### src/rtl/fifo_demo_pkg.sv
// Purpose: shared types and constants for the IP FIFO demo write/read stages.
// Latency: n/a (declarations only).
// Backpressure: n/a.
package fifo_demo_pkg;

    typedef enum logic [1:0] {
        IDLE  = 2'd0,
        WAIT  = 2'd1,
        WRITE = 2'd2
    } wr_state_e;

    localparam int DATA_W_DEF  = 8;
    localparam int BURST_CNT_W = 16;

endpackage

### src/rtl/sync_2ff.sv
// Purpose: two-flop synchroniser for a single level signal crossing into clk.
// Latency: 2-3 clk cycles depending on input arrival phase.
// Backpressure: none; level signal, no handshake.
//
// Ports: clk (destination clock), rst_n (async active-low, clears to 0),
//        d (asynchronous input), q (synchronised output).
module sync_2ff (
    input  logic clk,
    input  logic rst_n,
    input  logic d,
    output logic q
);

    logic meta;

    always_ff @(posedge clk or negedge rst_n) begin
        if (!rst_n) begin
            meta <= 1'b0;
            q    <= 1'b0;
        end else begin
            meta <= d;
            q    <= meta;
        end
    end

endmodule

### src/rtl/fifo_wr_gen.sv
// Purpose: fills the demo FIFO with an incrementing pattern, one burst per observed empty.
// Latency: first write 2-3 (sync) + 1 + FILL_DELAY wr_clk cycles after empty rises.
// Backpressure: stops on almost_full (last slot written), aborts on full or wr_rst_busy.
//
// Ports: wr_clk, rst_n (async active-low); empty (read domain, synchronised here),
//        almost_full / full / wr_rst_busy (wr_clk domain); fifo_wr_en / fifo_wr_data
//        (registered write port); burst_cnt, busy, overflow_err (debug status).
module fifo_wr_gen
    import fifo_demo_pkg::*;
#(
    parameter int                DATA_W     = DATA_W_DEF,
    parameter logic [DATA_W-1:0] START_VAL  = '0,
    parameter int                FILL_DELAY = 10
) (
    input  logic                   wr_clk,
    input  logic                   rst_n,
    input  logic                   empty,
    input  logic                   almost_full,
    input  logic                   full,
    input  logic                   wr_rst_busy,
    output logic                   fifo_wr_en,
    output logic [DATA_W-1:0]      fifo_wr_data,
    output logic [BURST_CNT_W-1:0] burst_cnt,
    output logic                   busy,
    output logic                   overflow_err
);

    localparam int              CNT_W    = (FILL_DELAY > 1) ? $clog2(FILL_DELAY) : 1;
    localparam logic [CNT_W-1:0] DLY_LOAD = CNT_W'(FILL_DELAY - 1);

    wr_state_e              state, state_nxt;
    logic                   empty_s;
    logic                   armed, armed_nxt;
    logic [CNT_W-1:0]       dly_cnt, dly_nxt;
    logic                   wr_en_nxt;
    logic [DATA_W-1:0]      data_nxt;
    logic [BURST_CNT_W-1:0] burst_nxt;
    logic                   ovf_nxt;

    sync_2ff u_empty_sync (
        .clk   (wr_clk),
        .rst_n (rst_n),
        .d     (empty),
        .q     (empty_s)
    );

    always_ff @(posedge wr_clk or negedge rst_n) begin
        if (!rst_n) begin
            state        <= IDLE;
            fifo_wr_en   <= 1'b0;
            fifo_wr_data <= START_VAL;
            burst_cnt    <= '0;
            busy         <= 1'b0;
            overflow_err <= 1'b0;
            dly_cnt      <= '0;
            armed        <= 1'b1;
        end else begin
            state        <= state_nxt;
            fifo_wr_en   <= wr_en_nxt;
            fifo_wr_data <= data_nxt;
            burst_cnt    <= burst_nxt;
            busy         <= (state_nxt != IDLE);
            overflow_err <= ovf_nxt;
            dly_cnt      <= dly_nxt;
            armed        <= armed_nxt;
        end
    end

    always_comb begin
        state_nxt = state;
        wr_en_nxt = fifo_wr_en;
        data_nxt  = fifo_wr_data;
        burst_nxt = burst_cnt;
        ovf_nxt   = overflow_err;
        dly_nxt   = dly_cnt;
        armed_nxt = armed;

        case (state)
            IDLE: begin
                wr_en_nxt = 1'b0;
                // empty_s stays high for a few cycles after a burst fills the
                // FIFO; only a low sample re-arms the trigger.
                if (!empty_s) begin
                    armed_nxt = 1'b1;
                end
                if (armed && empty_s && !wr_rst_busy) begin
                    state_nxt = WAIT;
                    dly_nxt   = DLY_LOAD;
                end
            end

            WAIT: begin
                if (wr_rst_busy) begin
                    state_nxt = IDLE;
                end else if (dly_cnt == '0) begin
                    state_nxt = WRITE;
                    wr_en_nxt = 1'b1;
                    armed_nxt = 1'b0;
                end else begin
                    dly_nxt = dly_cnt - CNT_W'(1);
                end
            end

            WRITE: begin
                // wr_rst_busy beats full beats almost_full.
                if (wr_rst_busy) begin
                    state_nxt = IDLE;
                    wr_en_nxt = 1'b0;
                    armed_nxt = 1'b1;
                end else if (full) begin
                    state_nxt = IDLE;
                    wr_en_nxt = 1'b0;
                    ovf_nxt   = 1'b1;
                end else begin
                    data_nxt = fifo_wr_data + DATA_W'(1);
                    // almost_full: this write takes the last slot, then stop.
                    if (almost_full) begin
                        state_nxt = IDLE;
                        wr_en_nxt = 1'b0;
                        burst_nxt = burst_cnt + BURST_CNT_W'(1);
                    end
                end
            end

            default: begin
                state_nxt = IDLE;
                wr_en_nxt = 1'b0;
            end
        endcase
    end

endmodule

### config.mk
export PLATFORM = sky130hd
export DESIGN_NAME = fifo_wr_gen
export DESIGN_NICKNAME = d
export VERILOG_FILES = /design/src/rtl/fifo_demo_pkg.sv /design/src/rtl/sync_2ff.sv /design/src/rtl/fifo_wr_gen.sv
export SDC_FILE = /design/constraint.sdc
export NUM_CORES = 1
export LEC_CHECK = 0
export ABC_AREA = 1
export BUFFER_PORTS_ARGS = -buffer_cell sky130_fd_sc_hd__buf_4
export CORE_MARGIN = 10
export CORE_UTILIZATION = 46
export CTS_BUF_LIST = sky130_fd_sc_hd__clkbuf_4
export DETAILED_ROUTE_END_ITERATION = 7
export PLACE_DENSITY = 0.78
export RECOVER_POWER = 50
export SLEW_MARGIN = 10
export SYNTH_ARGS = -nofsm -noshare
export SYNTH_HDL_FRONTEND = slang
export SYNTH_HIERARCHICAL = 1
export SYNTH_SLANG_ARGS = --single-unit
### constraint.sdc
create_clock -name wr_clk -period 2.1 [get_ports wr_clk]
set_input_delay 0.21 -clock wr_clk [delete_from_list [all_inputs] [get_ports wr_clk]]
set_output_delay 0.21 -clock wr_clk [all_outputs]
set_load 0.02 [all_outputs]
==> results of run 1 <==
## power by group through the flow
stage | clock (mW) | combinational [mW] | sequential, mW
floorplan | 0 | 0.252 | 0.941
global placement | 0 | 0.443 | 0.898
detailed placement | 0 | 0.458 | 0.900
CTS | 0.370 | 0.464 | 0.887
global route | 0.401 | 0.504 | 0.898
finish | 0.354 | 0.432 | 0.882
## synth_stat cells
cell type | count | share of area (%)
o21ai_2 | 1 | 0.48
nor2_1 | 14 | 2.9
inv_2 | 5 | 1.0
nand3_2 | 1 | 0.55
dfstp_2 | 1 | 1.4
or2_1 | 1 | 0.34
o21ai_1 | 3 | 0.82
inv_1 | 23 | 4.7
o21ai_0 | 6 | 1.6
nor3_1 | 1 | 0.27
nand4_1 | 6 | 2.1
nor2_2 | 6 | 2.1
xor2_1 | 6 | 2.9
nand3b_2 | 1 | 0.62
o21a_1 | 1 | 0.41
dfrtp_1 | 35 | 48
nand3_1 | 10 | 2.7
ha_1 | 4 | 2.7
nand2_2 | 5 | 1.7
o22ai_1 | 1 | 0.34
xnor2_1 | 8 | 3.8
nand3b_1 | 2 | 0.82
or2_2 | 1 | 0.34
nand3_4 | 1 | 0.96
a31o_2 | 1 | 0.48
nor2_4 | 3 | 1.9
nand2_1 | 67 | 14
## flip-flops by register name, indices dropped and copies added (netlist names)
register,flops
state,2
dly_cnt,4
fifo_wr_en,1
fifo_wr_data,8
armed,1
u_empty_sync/meta,1
burst_cnt,16
overflow_err,1
u_empty_sync/q,1
busy,1
## metrics by stage
step,hold slack (ns),instances
6_report,0.124,304
5_1_grt,0.106,304
4_1_cts,0.109,304
3_5_place_dp,0.193,294
3_3_place_gp,0.192,294
2_1_floorplan,-0.0856,214
## worst max-delay path, cell delays in order (launching register included)
cell and delay [ns]:
dfrtp_1 0.42, nor2_1 0.28, nand2_1 0.18, inv_1 0.21, nand3b_2 0.13, o21ai_0 0.18, nand2_1 0.06
## cell families after synthesis
| group | share of synthesized area, % |
|---|---|
| DFF | 49.5 |
| buffers and inverters | 5.77 |
| and+or+nand+nor | 31.0 |
| xor gates and xnor gates | 6.73 |
| AOI/OAI and AO/OA | 4.19 |
| adders and majority gates | 2.75 |
## cells in the final DEF (no fill, tap or decap), types with 2 or more instances in the layout
master,Yosys,final
clkbuf_4,0,6
xnor2_1,8,8
o21ai_0,6,6
clkbuf_1,0,6
nand3b_1,2,2
nand4_1,6,6
o21ai_1,3,3
dlygate4sd3_1,0,2
buf_4,0,24
ha_1,4,4
inv_1,23,25
inv_2,5,3
nand3_1,10,10
xor2_1,6,6
clkinv_2,0,2
nor2_2,6,6
nand2_1,67,68
nand2_2,5,4
nor2_1,14,15
nor2_4,3,2
dfrtp_1,35,35
## layout make-up
class / count / area [sq um] / share of cell area (%)
clock buffers: 5 / 37.5 / 1.74
multi-input cells: 150 / 805 / 37.3
clock inverters: 3 / 13.8 / 0.638
repair buffers: 34 / 235 / 10.9
well taps: 48 / 60.1 / 2.78
flip-flops and latches: 36 / 902 / 41.8
inverters: 28 / 105 / 4.87
## timing repair
action,4_1_cts,5_1_grt
resized for setup,0,0
hold buffers,2,0
hold endpoints to repair,36,0
## metal layers
layer	GRT usage, %	part of all wire, %	wire [microns]	vias up
met5	0	0	0	-
met4	5.69	2.2	75	0
met3	4.30	6.1	211	5
met2	16.9	46	1600	29
met1	12.1	46	1590	654
li1	-	-	-	751
## worst max-delay path by stage
stage                        startpoint                           to  slack [ns]  depth (start not counted)
2_1_floorplan  burst_cnt[1]$_DFFE_PN0P_     burst_cnt[8]$_DFFE_PN0P_        0.69                          8
3_3_place_gp   burst_cnt[1]$_DFFE_PN0P_     burst_cnt[8]$_DFFE_PN0P_        0.80                          8
3_5_place_dp   burst_cnt[1]$_DFFE_PN0P_     burst_cnt[8]$_DFFE_PN0P_        0.74                          8
4_1_cts        burst_cnt[1]$_DFFE_PN0P_     burst_cnt[8]$_DFFE_PN0P_        0.72                          8
5_1_grt              state[1]$_DFF_PN0_  fifo_wr_data[7]$_DFFE_PN0P_        0.40                          7
6_report             state[0]$_DFF_PN0_  fifo_wr_data[7]$_DFFE_PN0P_        0.55                          6
==> run_results.csv, run 1 <==
group,metric,value,unit
grt,grt_pass1_vias,1418,
cts,root_buffer,"clkbuf_4",
logic_synthesis,ys_types,27,
route,antenna_left,0,
timing,setup_viol,0,
timing,rsz0062_at_grt,"no",
grt,grt_pass1_wl,6.28,mm
run,cap_violations,0,
layout,antennaDiodeCount,0,
logic_synthesis,yosys_warnings,6,
place,dp_hpwl,2.71,mm
route,dr_total_vias,1439,
pwr,power,1.67,mW
place,numPortBuffers,32,
logic_synthesis,syn_inst,214,
setup_path,r2r_slack,0.55,ns
route,firstDrtPassIters,4,
setup_path,required,2.34,ns
layout,nNetsFinal,265,
grt,antenna_found_initial,0,
setup_path,rr_worst_depth,6,
layout,fillers,345,
setup_path,rr_endpoint,"fifo_wr_data[7]$_DFFE_PN0P_",
min_path,hold_depth,2,
layout,area_delta_synth_final,18.5,%
setup_path,crit_path_start_kind,"flop",
logic_synthesis,yosysSeqAreaShare,49.5,%
grt,grt.overflow.total,0,
place,gp_congestion,0.834,
layout,fin_util,57.7,%
cts,cts_buffers,5,
pwr,switchingPower,0.582,mW
timing,slew_headroom,42.3,%
route,drt_iter0_drc,64,
logic_synthesis,syn-num-nets,224,
cts,path_clk_slew,0.11,ns
floorplan,die_area,6880,sq um
setup_path,crit_fanout,6,
place,post_dp_cell_area,2120,sq um
min_path,hp-class,"input port to flop",
route,viasPerCell,4.73,
logic_synthesis,synthesis.area,1820,sq um
pwr,power_density,773,nW/um^2
layout,drive_above_1_share,21.5,%
route,wl,3.48,mm
setup_path,critPathArrivalTime,1.80,ns
layout,fin_area,2160,sq um
timing,slew_violations,0,
run_status,status,"finished clean",
grt,grt_max_degree,37,
cts,cts_tree,"yes",
pwr,switching_share,34.9,%
timing,worstMarginPinSlew,0.865,ns
timing,fin_crit,1.55,ns
grt,grtUsageTotal,10.7,%
pwr,internal_power,1.09,mW
setup_path,r2r-start,"state[0]$_DFF_PN0_",
floorplan,initial_core_util,48.7,%
min_path,min-delay-start,"full",
setup_path,end_kind,"flop",
cts,cts_buffer_depth,2,
min_path,min_to,"overflow_err$_DFFE_PN0P_",
pwr,peakVddDrop,0.000585,V
timing,timing.fmax,0.644,GHz
timing,fin_crit_sh,74.0,%
cts,cts_num_sinks,36,
floorplan,fp.dieW,82.9,microns
place,preCtsSetupSlack,0.738,ns
floorplan,die_y,82.9,microns
timing,finalHoldViolations,0,
pwr,combPwrFrac,25.9,%
floorplan,rows,22,
cts,h-tree-depth,2,
pwr,cellLeakagePower,1.12,nW
logic_synthesis,avgSynthCellArea,8.51,sq um
cts,cts_post_setup_buffers_inserted,0,
logic_synthesis,synth_seq_cells,36,
route,routedWlPerCell,11.4,microns
route,drc_errors,0,
floorplan,core,3740,sq um
floorplan,ioPinCount,33,
pwr,pwr-share-clk,21.2,%
pwr,pwr-share-seq,52.9,%
timing,skew,0.00746,ns
setup_path,critPathKind,"flop to flop",
cts,insertion_delay,0.34,ns
timing,setup_slack,0.546,ns
timing,setup_tns,0,ns
(Power assumes the default switching activity.)
==> run 2, diff against run 1 <==
--- a/config.mk
+++ b/config.mk
@@ -11,7 +11,7 @@
 export CORE_UTILIZATION = 46
 export CTS_BUF_LIST = sky130_fd_sc_hd__clkbuf_4
 export DETAILED_ROUTE_END_ITERATION = 7
-export PLACE_DENSITY = 0.78
+export PLACE_DENSITY = 0.8
 export RECOVER_POWER = 50
 export SLEW_MARGIN = 10
 export SYNTH_ARGS = -nofsm -noshare
==> constraint.sdc (replaced) <==
create_clock -name wr_clk -period 1.4 [get_ports wr_clk]
set_input_delay 0.14 -clock wr_clk [delete_from_list [all_inputs] [get_ports wr_clk]]
set_output_delay 0.14 -clock wr_clk [all_outputs]
set_load 0.02 [all_outputs]
==> run_results.csv, run 2 (synthesis gave the netlist of run 1 again) <==
group,metric,value,unit
layout,nNetsFinal,272,
layout,fillers,350,
setup_path,crit_family,"simple AND/OR/NAND/NOR gates",
cts,cts_num_sinks,36,
min_path,hp-class,"input port to flop",
timing,rsz0062_at_grt,"yes",
timing,slew_violations,0,
grt,grt_pass1_vias,1479,
setup_path,critPathArrivalTime,1.55,ns
route,antenna_left,0,
layout,final_common_cell,"nand2_1",
route,drt_iter0_drc,33,
timing,skew,0.0119,ns
timing,fin_crit_sh,93.6,%
timing,slew_headroom,42.2,%
timing,finalHoldViolations,0,
timing,timing.fmax,0.763,GHz
run_status,status,"finished clean",
cts,cts_tree,"yes",
pwr,power_density,1180,nW/um^2
route,viasPerCell,4.81,
route,wl,3.83,mm
cts,root_buffer,"clkbuf_4",
grt,antenna_found_initial,0,
timing,worstMarginPinSlew,0.867,ns
place,numPortBuffers,32,
route,routedWlPerCell,12.3,microns
setup_path,critPathKind,"flop to flop",
setup_path,crit_path_max_incr_delay,0.39,ns
place,dp_hpwl,2.85,mm
layout,top_register,"burst_cnt",
timing,setup_tns,0,ns
floorplan,die_y,82.9,microns
floorplan,rows,22,
pwr,cellLeakagePower,1.14,nW
floorplan,fp.dieW,82.9,microns
layout,largest_register_ffs,16,
place,post_dp_cell_area,2130,sq um
run,cap_violations,0,
setup_path,crit_chain,"ha_2 > nand3_2 > nor2_4 > inv_2 > nor2_4 > inv_2 > o21ai_2 > nand2_1",
layout,area_delta_synth_final,23.3,%
grt,grt.overflow.total,0,
cts,path_clk_slew,0.11,ns
cts,cts_buffer_depth,2,
pwr,peakVddDrop,0.000809,V
timing,fin_crit,1.31,ns
setup_path,required,1.64,ns
place,gp_congestion,0.823,
route,firstDrtPassIters,4,
layout,final_cell_mix,"nand2_1 (66), dfrtp_1 (33), buf_4 (29)",
setup_path,end_kind,"flop",
grt,grt_max_degree,37,
setup_path,critPathSlowestCell,"dfrtp_2",
floorplan,ioPinCount,33,
cts,cts_buffers,5,
cts,h-tree-depth,2,
layout,antennaDiodeCount,0,
setup_path,crit_path_start_kind,"flop",
route,dr_total_vias,1496,
timing,setup_viol,0,
grt,grtUsageTotal,10.8,%
cts,insertion_delay,0.34,ns
setup_path,crit_fanout,4,
floorplan,initial_core_util,48.7,%
route,drc_errors,0,
layout,largest_registers,"burst_cnt x16, fifo_wr_data x8, dly_cnt x4",
layout,fin_area,2250,sq um
setup_path,r2r_slack,0.09,ns
layout,drive_above_1_share,27.0,%
floorplan,core,3740,sq um
grt,grt_pass1_wl,6.35,mm
setup_path,crit_buf_inv,2,
floorplan,die_area,6880,sq um
run 2: layout make-up:
cell class / instances / area, sq um / share of cell area [%]
Multi-Input combinational cell: 150 / 840 / 37.4
Clock buffer: 7 / 52.6 / 2.34
Clock inverter: 1 / 3.75 / 0.167
Inverter: 28 / 105 / 4.68
Sequential cell: 36 / 905 / 40.3
Tap cell: 48 / 60.1 / 2.67
Timing Repair Buffer: 41 / 280 / 12.5
run 2: metal layers:
metal  track usage, %  part of all wire [%]
met1             11.9                    44
met2             17.7                    49
met3             3.42                   4.7
met4             6.15                   2.0
met5                0                     0
run 2: worst paths after layout:
path                            depth (start not counted)                   startpoint                        to
worst max-delay path                                    8     burst_cnt[1]$_DFFE_PN0P_  burst_cnt[8]$_DFFE_PN0P_
worst min-delay path                                    2                         full  overflow_err$_DFFE_PN0P_
worst max register to register                          8     burst_cnt[1]$_DFFE_PN0P_  burst_cnt[8]$_DFFE_PN0P_
worst min register to register                          0  u_empty_sync/meta$_DFF_PN0_  u_empty_sync/q$_DFF_PN0_
max in group asynchronous                               2                        rst_n  burst_cnt[1]$_DFFE_PN0P_
min in group asynchronous                               2                        rst_n  overflow_err$_DFFE_PN0P_
run 2: through the flow:
step / power [mW] / hold WS, ns / instances / setup slack (ns) / utilization (%)
floorplan: 1.79 / -0.156 / 214 / 0.0115 / -
global placement: 2.02 / 0.121 / 295 / 0.0986 / 56.9
detailed placement: 2.05 / 0.123 / 295 / 0.0833 / 56.9
CTS: 2.62 / 0.0439 / 305 / 0.0639 / 59.0
global route: 2.84 / 0.0443 / 311 / -0.0172 / 60.0
finish: 2.65 / 0.0448 / 311 / 0.0898 / 60.0
run 2: repair_timing:
action,in CTS,in global routing
buffers inserted,0,6
resized for setup,0,9
endpoints found under the hold margin,36,0
hold buffers,2,0
setup endpoints to repair,0,10
run 2: power breakdown:
| group | total [mW] | switching [mW] | leakage (nW) | internal [mW] |
|---|---|---|---|---|
| sequential | 1.32 | 0.123 | 0.468 | 1.20 |
| combinational | 0.764 | 0.454 | 0.640 | 0.309 |
| clock | 0.565 | 0.333 | 0.0338 | 0.232 |
| total | 2.65 | 0.911 | 1.14 | 1.74 |
==> run 3, diff against run 2 <==
--- a/config.mk
+++ b/config.mk
@@ -5,13 +5,13 @@
 export SDC_FILE = /design/constraint.sdc
 export NUM_CORES = 1
 export LEC_CHECK = 0
-export ABC_AREA = 1
 export BUFFER_PORTS_ARGS = -buffer_cell sky130_fd_sc_hd__buf_4
 export CORE_MARGIN = 10
 export CORE_UTILIZATION = 46
 export CTS_BUF_LIST = sky130_fd_sc_hd__clkbuf_4
 export DETAILED_ROUTE_END_ITERATION = 7
-export PLACE_DENSITY = 0.8
+export MAX_ROUTING_LAYER = met4
+export PLACE_DENSITY = 0.72
 export RECOVER_POWER = 50
 export SLEW_MARGIN = 10
 export SYNTH_ARGS = -nofsm -noshare
==> run_results.csv, run 3 <==
group,metric,value,unit
timing,skew,0.0121,ns
grt,grt_max_degree,37,
logic_synthesis,synth.area.top_cells,"dfrtp_1 (54%), xnor2_1 (9.2%), xor2_1 (3.8%)",
setup_path,critPathArrivalTime,2.04,ns
timing,timing.fmax,0.557,GHz
setup_path,required,1.64,ns
timing,hold_slack,0.195,ns
logic_synthesis,synth_xor_area_share,12.9,%
logic_synthesis,synth_edf_count,0,
route,antenna_left,0,
layout,fin_util,77.0,%
cts,insertion_delay,0.34,ns
cts,cts_buffer_depth,2,
grt,grt_pass1_vias,1514,
logic_synthesis,synthMuxAreaShare,0.693,%
timing,worstMarginPinSlew,0.861,ns
pwr,power_density,1040,nW/um^2
grt,antenna_found_initial,0,
cts,cts_tree,"yes",
run_status,status,"finished, violations left",
place,preCtsSetupSlack,-0.301,ns
logic_synthesis,synthesis.area,1620,sq um
layout,top_register,"burst_cnt",
layout,antennaDiodeCount,0,
logic_synthesis,synth_common_cells,"dfrtp_1 (35), xnor2_1 (17), nand2_1 (14)",
route,dr_total_vias,1384,
logic_synthesis,synth_seq_cells,36,
logic_synthesis,syn_inst,143,
route,firstDrtPassIters,4,
logic_synthesis,async_flop_share,100,%
logic_synthesis,synth_compound_area_share,3.62,%
layout,largest_register_ffs,16,
timing,finalHoldViolations,0,
logic_synthesis,yosys_warnings,6,
cts,h-tree-depth,2,
logic_synthesis,syn-num-nets,153,
layout,fillers,225,
setup_path,critPathKind,"flop to flop",
setup_path,crit_path_start_kind,"flop",
layout,layout.area.seq,902,sq um
layout,final_cell_mix,"buf_4 (60), dfrtp_1 (35), xnor2_1 (15)",
logic_synthesis,synthSimpleGateAreaFrac,21.3,%
logic_synthesis,synth_fa_ha_area_share,3.08,%
logic_synthesis,synth_top_family_by_area,"simple AND/OR/NAND/NOR gates",
layout,nNetsFinal,231,
timing,fin_crit_sh,128,%
layout,largest_registers,"burst_cnt x16, fifo_wr_data x8, dly_cnt x4",
logic_synthesis,post-synth-top-area-cell,"dfrtp_1",
timing,fin_crit,1.79,ns
logic_synthesis,synth_top_area_share,53.9,%
pwr,cellLeakagePower,1.25,nW
layout,drive_above_1_share,55.4,%
cts,root_buffer,"clkbuf_4",
min_path,hp-class,"input port to flop",
route,wl,4.65,mm
grt,grt_pass1_wl,7.18,mm
logic_synthesis,avgSynthCellArea,11.4,sq um
logic_synthesis,yosysSeqAreaShare,55.5,%
floorplan,initial_core_util,48.3,%
timing,setup_viol,33,
logic_synthesis,synth-main-ff-cell,"dfrtp_1",
floorplan,fp.dieW,79.4,microns
floorplan,core,3360,sq um
route,drt_iter0_drc,119,
grt,grt.overflow.total,0,
timing,slew_headroom,42.6,%
cts,cts_buffers,5,
route,routedWlPerCell,17.3,microns
run_status,violations,"setup timing",
logic_synthesis,yosysMostFrequentCell,"dfrtp_1",
cts,path_clk_slew,0.12,ns
timing,rsz0062_at_grt,"yes",
route,drc_errors,0,
setup_path,crit_fanout,5,
timing,slew_violations,0,
layout,area_delta_synth_final,59.4,%
floorplan,die_area,6310,sq um
pwr,peakVddDrop,0.000668,V
place,gp_congestion,0.810,
timing,setup_slack,-0.394,ns
grt,grtUsageTotal,15.0,%
floorplan,ioPinCount,33,
place,dp_hpwl,2.73,mm
setup_path,end_kind,"flop",
layout,final_common_cell,"buf_4",
floorplan,die_y,79.4,microns
run,cap_violations,0,
layout,multi_input_area,916,sq um
route,viasPerCell,5.16,
floorplan,rows,21,
logic_synthesis,ys_types,35,
place,numPortBuffers,32,
cts,cts_num_sinks,36,
run 3: changes by cell type after synthesis, moves of 4 or more:
cell,change
nand2_2,-5
inv_1,-17
o21ai_0,-5
nor2_2,-6
nor2_1,-4
inv_2,-5
xnor2_1,+9
nand2_1,-53
run 3: critical path, cell delays in order, from the launching register on:
cell     delay (ns)
dfrtp_1        0.40
buf_4          0.14
buf_6          0.10
buf_6          0.11
nor4b_2        0.30
buf_4          0.22
buf_6          0.11
nand4_1        0.14
xnor2_1        0.17
run 3: cells by family (layout without fill, tap and decap cells):
family | count (synthesis) | in the layout
compound gates | 9 | 9
flops | 36 | 36
simple gates | 59 | 59
buf+inv | 10 | 89
mux | 1 | 1
fa+ha+maj | 4 | 4
xor+xnor | 24 | 24
run 3: final cells by class:
type	instances	area share (%)
multi-input cells	97	35.4
flip-flops and latches	36	34.8
repair buffers	75	23.6
well taps	46	2.22
clock buffers	6	1.74
clock inverters	2	1.35
inverters	6	0.870
run 3: layer usage:
| metal | wire [microns] | GRT usage, % | vias to the layer above |
|---|---|---|---|
| li1 | - | - | 643 |
| met1 | 1790 | 15.0 | 683 |
| met2 | 2480 | 25.2 | 42 |
| met3 | 250 | 4.95 | 16 |
| met4 | 132 | 8.60 | 0 |
| met5 | 0 | - | - |
run 3: per-stage QoR:
stage	power, mW	setup TNS, ns	cells	cell area [sq um]
floorplan	1.46	-3.43	143	1670
global placement	1.75	-3.26	245	2150
detailed placement	1.78	-4.19	245	2150
CTS	2.63	-5.82	267	2490
global route	2.84	-8.29	268	2590
finish	2.70	-6.48	268	2590
run 3: worst paths after layout:
check | slack, ns | depth (start not counted) | start | to
max reg2reg | -0.39 | 8 | state[0]$_DFF_PN0_ | fifo_wr_data[6]$_DFFE_PN0P_
max | -0.39 | 8 | state[0]$_DFF_PN0_ | fifo_wr_data[6]$_DFFE_PN0P_
min in group asynchronous | 0.43 | 2 | rst_n | fifo_wr_data[4]$_DFFE_PN0P_
max in group asynchronous | 0.43 | 2 | rst_n | state[1]$_DFF_PN0_
min | 0.20 | 3 | wr_rst_busy | busy$_DFF_PN0_
min reg2reg | 0.36 | 0 | u_empty_sync/meta$_DFF_PN0_ | u_empty_sync/q$_DFF_PN0_
run 3: repair_timing:
action | in CTS | in global routing
gates resized for setup | 34 | 21
hold endpoints to repair | 36 | 0
hold buffers | 2 | 0
buffers inserted | 13 | 3
setup endpoints to repair | 25 | 34
pin swaps | 27 | 13
run 3: power breakdown:
group	total, mW	switching, mW	internal (mW)
sequential	1.18	0.0612	1.12
combinational	0.771	0.353	0.418
clock	0.740	0.346	0.394
total	2.70	0.761	1.93
